--- src/rtl/rr_grant_arbiter.sv ---
// Round-robin grant arbiter with a registered one-hot grant, optional burst
// ownership (MODE 1, up to MAX_HOLD acks per owner) and explicit pointer wrap.
module rr_grant_arbiter #(
    parameter int N_REQ    = 8,
    parameter int MODE     = 0,
    parameter int MAX_HOLD = 4
) (
    input  logic                     clk,
    input  logic                     rst_n,
    input  logic [N_REQ-1:0]         req,
    input  logic                     ack,
    output logic [N_REQ-1:0]         grant,
    output logic [$clog2(N_REQ)-1:0] grant_idx,
    output logic                     grant_valid
);

    localparam int             IW         = $clog2(N_REQ);
    localparam logic [IW-1:0]  LAST_IDX   = IW'(N_REQ - 1);
    localparam logic [7:0]     HOLD_LIMIT = 8'(MAX_HOLD - 1);

    typedef enum logic {
        IDLE,
        OWN
    } state_t;

    state_t           state, state_d;
    logic [IW-1:0]    ptr, ptr_d;
    logic [7:0]       hold_cnt, hold_cnt_d;
    logic [N_REQ-1:0] grant_d;
    logic [IW-1:0]    grant_idx_d;
    logic             grant_valid_d;
    logic [IW-1:0]    base;
    logic             arbitrate;

    // First set request at or after base, scanning upward with wrap to 0.
    function automatic logic [IW-1:0] pick_first(input logic [N_REQ-1:0] r,
                                                 input logic [IW-1:0]    start);
        logic [IW-1:0] sel;
        int            idx;
        sel = '0;
        for (int off = N_REQ - 1; off >= 0; off--) begin
            idx = int'(start) + off;
            if (idx >= N_REQ) idx = idx - N_REQ;
            if (r[idx]) sel = idx[IW-1:0];
        end
        return sel;
    endfunction

    // Explicit compare rather than bit overflow so non-power-of-2 N_REQ wraps correctly.
    function automatic logic [IW-1:0] wrap_inc(input logic [IW-1:0] i);
        return (i == LAST_IDX) ? '0 : i + 1'b1;
    endfunction

    always_comb begin
        // NOTE: every combinational output gets a default first so no path infers a latch.
        state_d       = state;
        ptr_d         = ptr;
        hold_cnt_d    = hold_cnt;
        grant_idx_d   = grant_idx;
        grant_valid_d = grant_valid;
        base          = ptr;
        arbitrate     = 1'b0;

        case (state)
            IDLE: arbitrate = 1'b1;
            OWN: begin
                // Abandonment outranks ack: the owner loses the grant either way.
                if (!req[grant_idx]) begin
                    arbitrate = 1'b1;
                end else if (ack) begin
                    if (MODE == 1 && hold_cnt < HOLD_LIMIT) begin
                        hold_cnt_d = hold_cnt + 8'd1;
                    end else begin
                        arbitrate = 1'b1;
                    end
                end
                if (arbitrate) begin
                    ptr_d = wrap_inc(grant_idx);
                    base  = ptr_d;
                end
            end
            default: arbitrate = 1'b1;
        endcase

        if (arbitrate) begin
            hold_cnt_d = '0;
            if (|req) begin
                state_d       = OWN;
                grant_idx_d   = pick_first(req, base);
                grant_valid_d = 1'b1;
            end else begin
                state_d       = IDLE;
                grant_idx_d   = '0;
                grant_valid_d = 1'b0;
            end
        end

        grant_d = '0;
        if (grant_valid_d) grant_d[grant_idx_d] = 1'b1;
    end

    // NOTE: state registers use non-blocking assignments so all flops update together.
    always_ff @(posedge clk or negedge rst_n) begin
        if (!rst_n) begin
            state       <= IDLE;
            ptr         <= '0;
            hold_cnt    <= '0;
            grant       <= '0;
            grant_idx   <= '0;
            grant_valid <= 1'b0;
        end else begin
            state       <= state_d;
            ptr         <= ptr_d;
            hold_cnt    <= hold_cnt_d;
            grant       <= grant_d;
            grant_idx   <= grant_idx_d;
            grant_valid <= grant_valid_d;
        end
    end

endmodule

--- config.mk ---
export PLATFORM = sky130hd
export DESIGN_NAME = rr_grant_arbiter
export DESIGN_NICKNAME = d
export VERILOG_FILES = /design/src/rtl/rr_grant_arbiter.sv
export SDC_FILE = /design/constraint.sdc
export NUM_CORES = 1
export LEC_CHECK = 0
export ABC_CLOCK_PERIOD_IN_PS = 4300
export CORE_ASPECT_RATIO = 1.2
export CORE_MARGIN = 2
export CORE_UTILIZATION = 57
export CTS_CLUSTER_SIZE = 12
export DETAILED_ROUTE_END_ITERATION = 6
export PLACE_DENSITY = 0.8
export REMOVE_ABC_BUFFERS = 1
export SYNTH_ARGS = -nofsm -noshare
export SYNTH_HDL_FRONTEND = slang
export SYNTH_SLANG_ARGS = --single-unit
--- constraint.sdc ---
create_clock -name clk -period 4.3 [get_ports clk]
set_input_delay 0.86 -clock clk [delete_from_list [all_inputs] [get_ports clk]]
set_output_delay 0.86 -clock clk [all_outputs]
set_load 0.01 [all_outputs]
==> reports/summary.txt, run 1 <==
fraction of the mapped netlist area in simple logic gates: 20.7%
PortBufs: 22
Final Hold Fails: 0
Vias: 2266
Crit Path Category: input port to register
wire per inst: 18.8 microns
clock sink total: 16
Mapped Avg Cell Area: 8.46 sq um
largest net degree at the start of global routing: 19
WL final: 6200 microns
Post-CTS Repair Setup Buffers: 0
Die H: 70.2 microns
final-report setup violation count: 0
required time worst endpoint: 4440 ps
DR vias/cell: 6.87
Clock Path Buffers: 2
Final Slew Violations: 0
hold slack: 557 ps
max cap viols: 0
CTS tree: yes
Starting DRT DRC Count: 149
Seq cells post-synth: 16
Hold Startpoint: grant_valid$_DFF_PN0_
post-route cell area: 0.00261 sq mm
Layout area overhead: 25.3%
Remaining DRCs: 0
startpoint types: input port
setup slack, reg-to-reg: 470 ps
first-pass GRT wire length: 10200 microns
initial core utilization: 58.2%
die area: 0.00415 sq mm
Critical R2R Launch: grant_idx[0]$_DFF_PN0_
grt total ovfl: 0
post-layout util: 72.9%
maximum clock frequency: 243 MHz
final setup TNS: 0 ps
Skew-Pair Late Insertion Delay: 250 ps
Clock Skew: 4.74 ps
crit end category: register
Synth Flop Type: dfrtp_1
Adder-Cell Fraction of Synth Area: 1.80%
Synth Instances: 246
# rows: 24
Core ar.: 0.00357 sq mm
largest family of logic cells by synthesized area: compound AO/OA/AOI/OAI gates
status: finished, final reports clean
Synth Area in XOR/XNOR: 1.68%
min Tclk post-route: 4120 ps
Hold Path End: grant_valid$_DFF_PN0_
CTS Buf Count: 3
synthesized area: 0.00208 sq mm
Worst Path Arrival: 4250 ps
Resized Gates After CTS: 0
post-synthesis compound-gate area fraction: 36.4%
DP Wirelength: 4840 microns
R2R depth: 13
Post-DRT Antenna Nets: 0
register area share after synthesis: 19.2%
H-tree depth: 1
vias in the first global route: 2160
CP startpoint: req[6]
period utilization: 95.7%
DP Area: 0.00253 sq mm
Final nets: 307
Syn. warnings: 0
max_slew headroom: 52.2%
Unique masters post-synth: 66
num ports: 23
RePlAce Congestion: 0.931
GR Util All Layers: 31.5%
clk slew on worst S/H paths: 60 ps
Worst Path Max Fanout: 13
initial antenna violation count: 0
FF-to-FF End: grant[6]$_DFF_PN0_
RSZ-0062 raised after global routing: no
Worst Tran Pin Value: 714 ps
chip width: 59.2 microns
first-pass detailed-route iteration total: 5
ant diodes: 0
CTS Hold Bufs: 0
CTS root buf: clkbuf_8
worst min path class: register to register
Hold Path Cell Cnt: 1
post-synthesis mux area share: 14.1%
Post-synth EDFFs: 0
Synth async-reset ratio: 100%
fraction of layout cells with a size suffix above 1: 23.7%
## worst max-delay path, cell delays in order
cell and delay, ps:
clkdlybuf4s50_1 490, mux2i_2 100, a221oi_4 330, buf_12 180, mux2i_1 480, a211o_1 340, mux2i_1 180, mux2i_1 280
a21oi_1 80, o41ai_1 310, o211a_4 260, inv_4 50, nor4_1 280
## placed cells by master, fill, tap and decap left out, types with 5 or more instances in the layout
cell,n
a21oi_1,12
nor2_1,17
inv_1,7
o21ai_0,8
dfrtp_1,16
o221ai_1,5
a31o_2,5
clkdlybuf4s50_1,22
nand3_1,7
nand2_1,23
nor4_1,7
and2_1,5
o21a_1,5
a21o_1,5
mux2i_1,17
buf_4,32
## stage by stage
step	setup slack [ps]	std cells
after global placement	-16.4	327
after global routing	5.12	330
after CTS	78.5	330
final	184	330
after floorplan	1.37	233
after detailed placement	-147	327
## sequential cells by signal (all words and copies together), names as in the netlist
signal	cells
ptr	3
grant	8
state	1
grant_valid	1
grant_idx	3
## layout make-up
cell class | count | area (sq um)
clock buffer | 3 | 41.3
fill | 278 | 967
inverter | 11 | 46.3
multi-input combinational | 206 | 1590
sequential | 16 | 400
tap | 39 | 48.8
timing repair buffer | 55 | 480
## cell families after synthesis
family,count (synthesis)
AO/OA/AOI/OAI,90
buffers and inverters,24
AND/OR/NAND/NOR,83
multiplexers,26
XOR/XNOR,4
flip-flops,16
adder cells (fa/ha/maj),3
## Yosys cell counts (5+ instances only)
master	instances	area, sq um
nor2_1	17	63.8
and2_1	5	31.3
mux2i_1	20	200
dfrtp_1	16	400
o21ai_0	8	40.0
nor4_1	7	43.8
o221ai_1	5	43.8
a21o_1	5	37.5
nand3_1	7	35.0
buf_2	5	25.0
inv_1	7	26.3
a31o_2	5	43.8
a21oi_1	12	60.1
nand2_1	23	86.3
o21a_1	5	37.5
## worst max path at each step
stage                               endpoint  slack [ps]  cells after the start
after CTS                 grant[4]$_DFF_PN0_          80                     14
after global placement    grant[4]$_DFF_PN0_         -20                     14
after detailed placement  grant[4]$_DFF_PN0_        -150                     14
after global routing      grant[6]$_DFF_PN0_           5                     13
after floorplan           grant[2]$_DFF_PN0_           1                     13
final                     grant[6]$_DFF_PN0_         180                     13
## metal layers
metal | GRT usage, % | share of wire (%) | vias up
li1 | - | - | 1052
met1 | 37.9 | 40 | 1083
met2 | 53.1 | 50 | 100
met3 | 4.07 | 5.0 | 31
met4 | 16.2 | 5.1 | 0
met5 | 0 | 0 | -
Power of run 1 is left out: the tool's default activity adds up to more than one toggle a clock period on the data nets, which glitch-free logic cannot reach.
==> inputs of run 2 (changes only) <==
--- a/config.mk
+++ b/config.mk
@@ -6,7 +6,7 @@
 export NUM_CORES = 1
 export LEC_CHECK = 0
 export ABC_CLOCK_PERIOD_IN_PS = 4300
-export CORE_ASPECT_RATIO = 1.2
+export CORE_ASPECT_RATIO = 1.4
 export CORE_MARGIN = 2
 export CORE_UTILIZATION = 57
 export CTS_CLUSTER_SIZE = 12
==> run 2 against run 1 <==
Non-clock buffer count grew 4. Critical path depth grew 1. Global-route usage grew 0.82 points. Critical endpoint is now grant[3]$_DFF_PN0_.
==> reports/summary.txt, run 2 (synthesis results as in run 1) <==
status: finished, final reports clean
startpoint types: input port
CP max stage delay: 480 ps
Core ar.: 0.00358 sq mm
fraction of layout cells with a size suffix above 1: 26.0%
largest reg by FF count: grant
Layout area overhead: 28.9%
max cap viols: 0
maximum clock frequency: 243 MHz
crit end category: register
initial antenna violation count: 0
max_slew headroom: 49.1%
Remaining DRCs: 0
slowest stage cell on the critical path: clkdlybuf4s50_1
grt total ovfl: 0
Final nets: 311
fillers: 270
CP startpoint: req[6]
top flop regs: grant x8, grant_idx x3, ptr x3
Vias: 2308
num ports: 23
GR Util All Layers: 32.3%
H-tree depth: 1
largest net degree at the start of global routing: 19
CP Buf/Inv Count: 4
RePlAce Congestion: 0.887
CTS Hold Bufs: 0
wire per inst: 19.4 microns
Multi-input gate area: 0.00162 sq mm
PortBufs: 22
die area: 0.00416 sq mm
Post-DRT Antenna Nets: 0
DR vias/cell: 6.83
WL final: 6540 microns
crit-path leading delay family: compound AO/OA/AOI/OAI gates
max reg flops: 8
Critical Path Most Common Cell: buf_4
clock sink total: 16
Crit Path Category: input port to register
first-pass GRT wire length: 9850 microns
worst min path class: register to register
# rows: 26
Final Slew Violations: 0
CTS tree: yes
Worst Path Max Fanout: 18
Die H: 75.5 microns
crit path cell chain: clkdlybuf4s50_1, mux2i_1, buf_4, a221oi_4, buf_12, a21oi_4, mux2i_4, buf_4, a21oi_2, or3_1, o211a_1, a2111o_1, o21a_1, nor4_1
Clock Skew: 7.84 ps
ant diodes: 0
most crowded layer after global routing: met2
hold slack: 566 ps
final-report setup violation count: 0
first-pass detailed-route iteration total: 4
met1 usage: 32.3%
vias in the first global route: 2219
met3 GRT Util: 5.88%
Worst Tran Pin Value: 753 ps
period utilization: 95.7%
most frequent cells in the layout: buf_4 (36), nand2_1 (23), clkdlybuf4s50_1 (22)
met2 usage: 58.7%
commonest non-fill, non-tap cell in the layout: buf_4
required time worst endpoint: 4430 ps
Skew-Pair Late Insertion Delay: 250 ps
Starting DRT DRC Count: 130
min Tclk post-route: 4120 ps
Worst Path Arrival: 4240 ps
register area: 400 sq um
CTS Buf Count: 3
initial core utilization: 58.1%
Final Hold Fails: 0
Hold Startpoint: grant_valid$_DFF_PN0_
Clock Path Buffers: 2
clk slew on worst S/H paths: 70 ps
chip width: 55.1 microns
Critical R2R Launch: grant_idx[0]$_DFF_PN0_
CTS root buf: clkbuf_8
DP Wirelength: 4930 microns
## run 2: area by class of cell
cell class / instances / area share, %
Inverter: 11 / 1.73
Clock buffer: 4 / 2.05
Timing Repair Buffer: 59 / 19.0
Tap cell: 42 / 1.96
Sequential cell: 16 / 14.9
Multi-Input combinational cell: 206 / 60.3
## run 2: worst paths after layout
path | to | slack (ps) | cells after the start
worst max register to register | grant[6]$_DFF_PN0_ | 380 | 13
worst min register to register | grant_valid$_DFF_PN0_ | 570 | 1
worst min-delay path | grant_valid$_DFF_PN0_ | 570 | 1
max in group asynchronous | grant[0]$_DFF_PN0_ | 2830 | 1
min in group asynchronous | grant[6]$_DFF_PN0_ | 1020 | 1
worst max-delay path | grant[3]$_DFF_PN0_ | 180 | 14
## run 2: timing repair
| item | 4_1_cts | 5_1_grt |
|---|---|---|
| setup buffers | 0 | 2 |
| endpoints found under the setup margin | 0 | 7 |
| gates resized for setup | 0 | 11 |
## run 2: metrics by stage
| stage | setup TNS, ps | util (%) | instance area [sq um] | std cells | worst slack [ps] |
|---|---|---|---|---|---|
| final | 0 | 74.9 | 2680 | 338 | 184 |
| after global routing | -10.8 | 74.9 | 2680 | 338 | -10.8 |
| after CTS | 0 | 72.7 | 2600 | 336 | 78.9 |
| after detailed placement | -581 | 71.2 | 2550 | 332 | -155 |
| after global placement | -207 | 71.2 | 2550 | 332 | -77.7 |
| after floorplan | 0 | - | 2000 | 233 | 1.37 |
## run 2: worst reg2reg max path, delay by kind of cell, from the launching register on
| kind | cells | cell delay (ps) |
|---|---|---|
| and+or+nand+nor | 3 | 1250 |
| AOI/OAI and AO/OA | 5 | 1050 |
| DFF | 1 | 530 |
| adders and majority gates | 2 | 510 |
| muxes | 2 | 420 |
| buffers and inverters | 1 | 60 |
## run 2: layer usage
metal | vias up | routed length, microns | share of wire [%]
li1 | 1059 | - | -
met1 | 1116 | 2460 | 38
met2 | 101 | 3520 | 54
met3 | 32 | 266 | 4.1
met4 | 0 | 294 | 4.5
met5 | - | 0 | 0
Power of run 2 is left out for the same reason.
==> variant (flow settings as in run 2) <==
The parameter `MODE` goes from 0 to 1.
--- a/src/rtl/rr_grant_arbiter.sv
+++ b/src/rtl/rr_grant_arbiter.sv
@@ -2,7 +2,7 @@
 // ownership (MODE 1, up to MAX_HOLD acks per owner) and explicit pointer wrap.
 module rr_grant_arbiter #(
     parameter int N_REQ    = 8,
-    parameter int MODE     = 0,
+    parameter int MODE     = 1,
     parameter int MAX_HOLD = 4
 ) (
     input  logic                     clk,
Formal check against the unedited RTL: not equivalent (a bounded check fails within 4 cycles, from zero or initial values and one cycle with rst_n low).
==> variant against run 2 <==
Core utilization grew 4.3 points. Register-to-register slack lost 0.27 ns. Design area grew 16%. Maximum frequency fell by 2.8%. Sequential cell count is 8 higher. Via count increased by 15%. Synthesized cell count rose by 9.3%. Worst setup slack got worse by 0.12 ns. Global-route usage is 1.2 points higher. Wire length rose by 21%. Hold slack got worse by 0.057 ns. Highest routed layer unchanged. Area after synthesis is 11% higher.
Power is not shown: default switching activity piles up to over one toggle a cycle in this logic, so the estimate is an artifact.
==> variant: results (changes against run 2) <==
metric	value	unit	change
fin_crit	4.23	ns	+0.119 ns
route.detailed.wl_per_inst	20.7	um	+7.0%
multi_input_gates	222		+7.8%
drive_gt1_share	29.1	%	+3.1 points
synth_seq_area_share	26.0	%	+6.7 points
placedCellCount	377		+14%
design.seq.count	24		+8
synth_mux_area_share	8.23	%	-5.8 points
seq_area_share	19.4	%	+4.4 points
synthTopCellsByCount	dfrtp_1 (24), nor2_1 (21), a21oi_1 (19)		
final_area	0.00310	sq mm	+16%
fin_nets	356		+14%
crit_end	grant[6]$_DFF_PN0_		
nNonClkInverters	13		+2
r2r_slack	0.11	ns	-0.27 ns
synth_area	0.00231	sq mm	+11%
track_usage	33.5	%	+1.2 points
worstRegToRegCells	16		+3
final.clkbuf_count	3		-1
drtIter0Drc	297		+130%
pre_cts_ws	-0.204	ns	-0.0487 ns
r2r-start	hold_cnt[0]$_DFFE_PN0P_		
status	finished clean		
crit_path_start	req[3]		
m1WireLength	3060	um	+24%
drtPass1Iterations	5		+1
hpwl	5820	um	+18%
grt_use_met3	3.09	%	-2.8 points
clkCellAreaFrac	2.30	%	+0.25 points
grt_max_degree	25		+6
hp-start	hold_cnt[5]$_DFFE_PN0P_		
signal_buffers	77		+31%
synth_compound_gate_area_share	32.8	%	-3.5 points
route.met2.wl	3890	um	+10%
worstMarginPinSlew	1.04	ns	+0.290 ns
-- variant: changes by cell type after synthesis, sizes merged, moves of 4 or more --
cell    change
a21oi       +5
and2        +4
buf         -5
dfrtp       +8
mux2i      -10
nand2       -7
nand3      +10
nor2        +5
o211ai      -4
o21ai       +5
o221ai      -5
o31ai       +5
-- variant: repair_timing --
| action | CTS | global route |
|---|---|---|
| setup buffers | 0 | 1 |
| setup endpoints to repair | 0 | 9 |
| endpoints found under the hold margin | 0 | 0 |
| resized for setup | 0 | 14 |
-- variant: worst max-delay path, cell delays in order --
cell and delay (ns):
clkdlybuf4s50_1 0.51, mux2i_1 0.12, a22o_1 0.29, o31a_1 0.35, nor2_2 0.14, buf_4 0.17, mux2_2 0.38, o21a_1 0.25
mux2i_2 0.37, o21ai_0 0.13, a21oi_1 0.36, a41oi_4 0.21, and4b_1 0.25
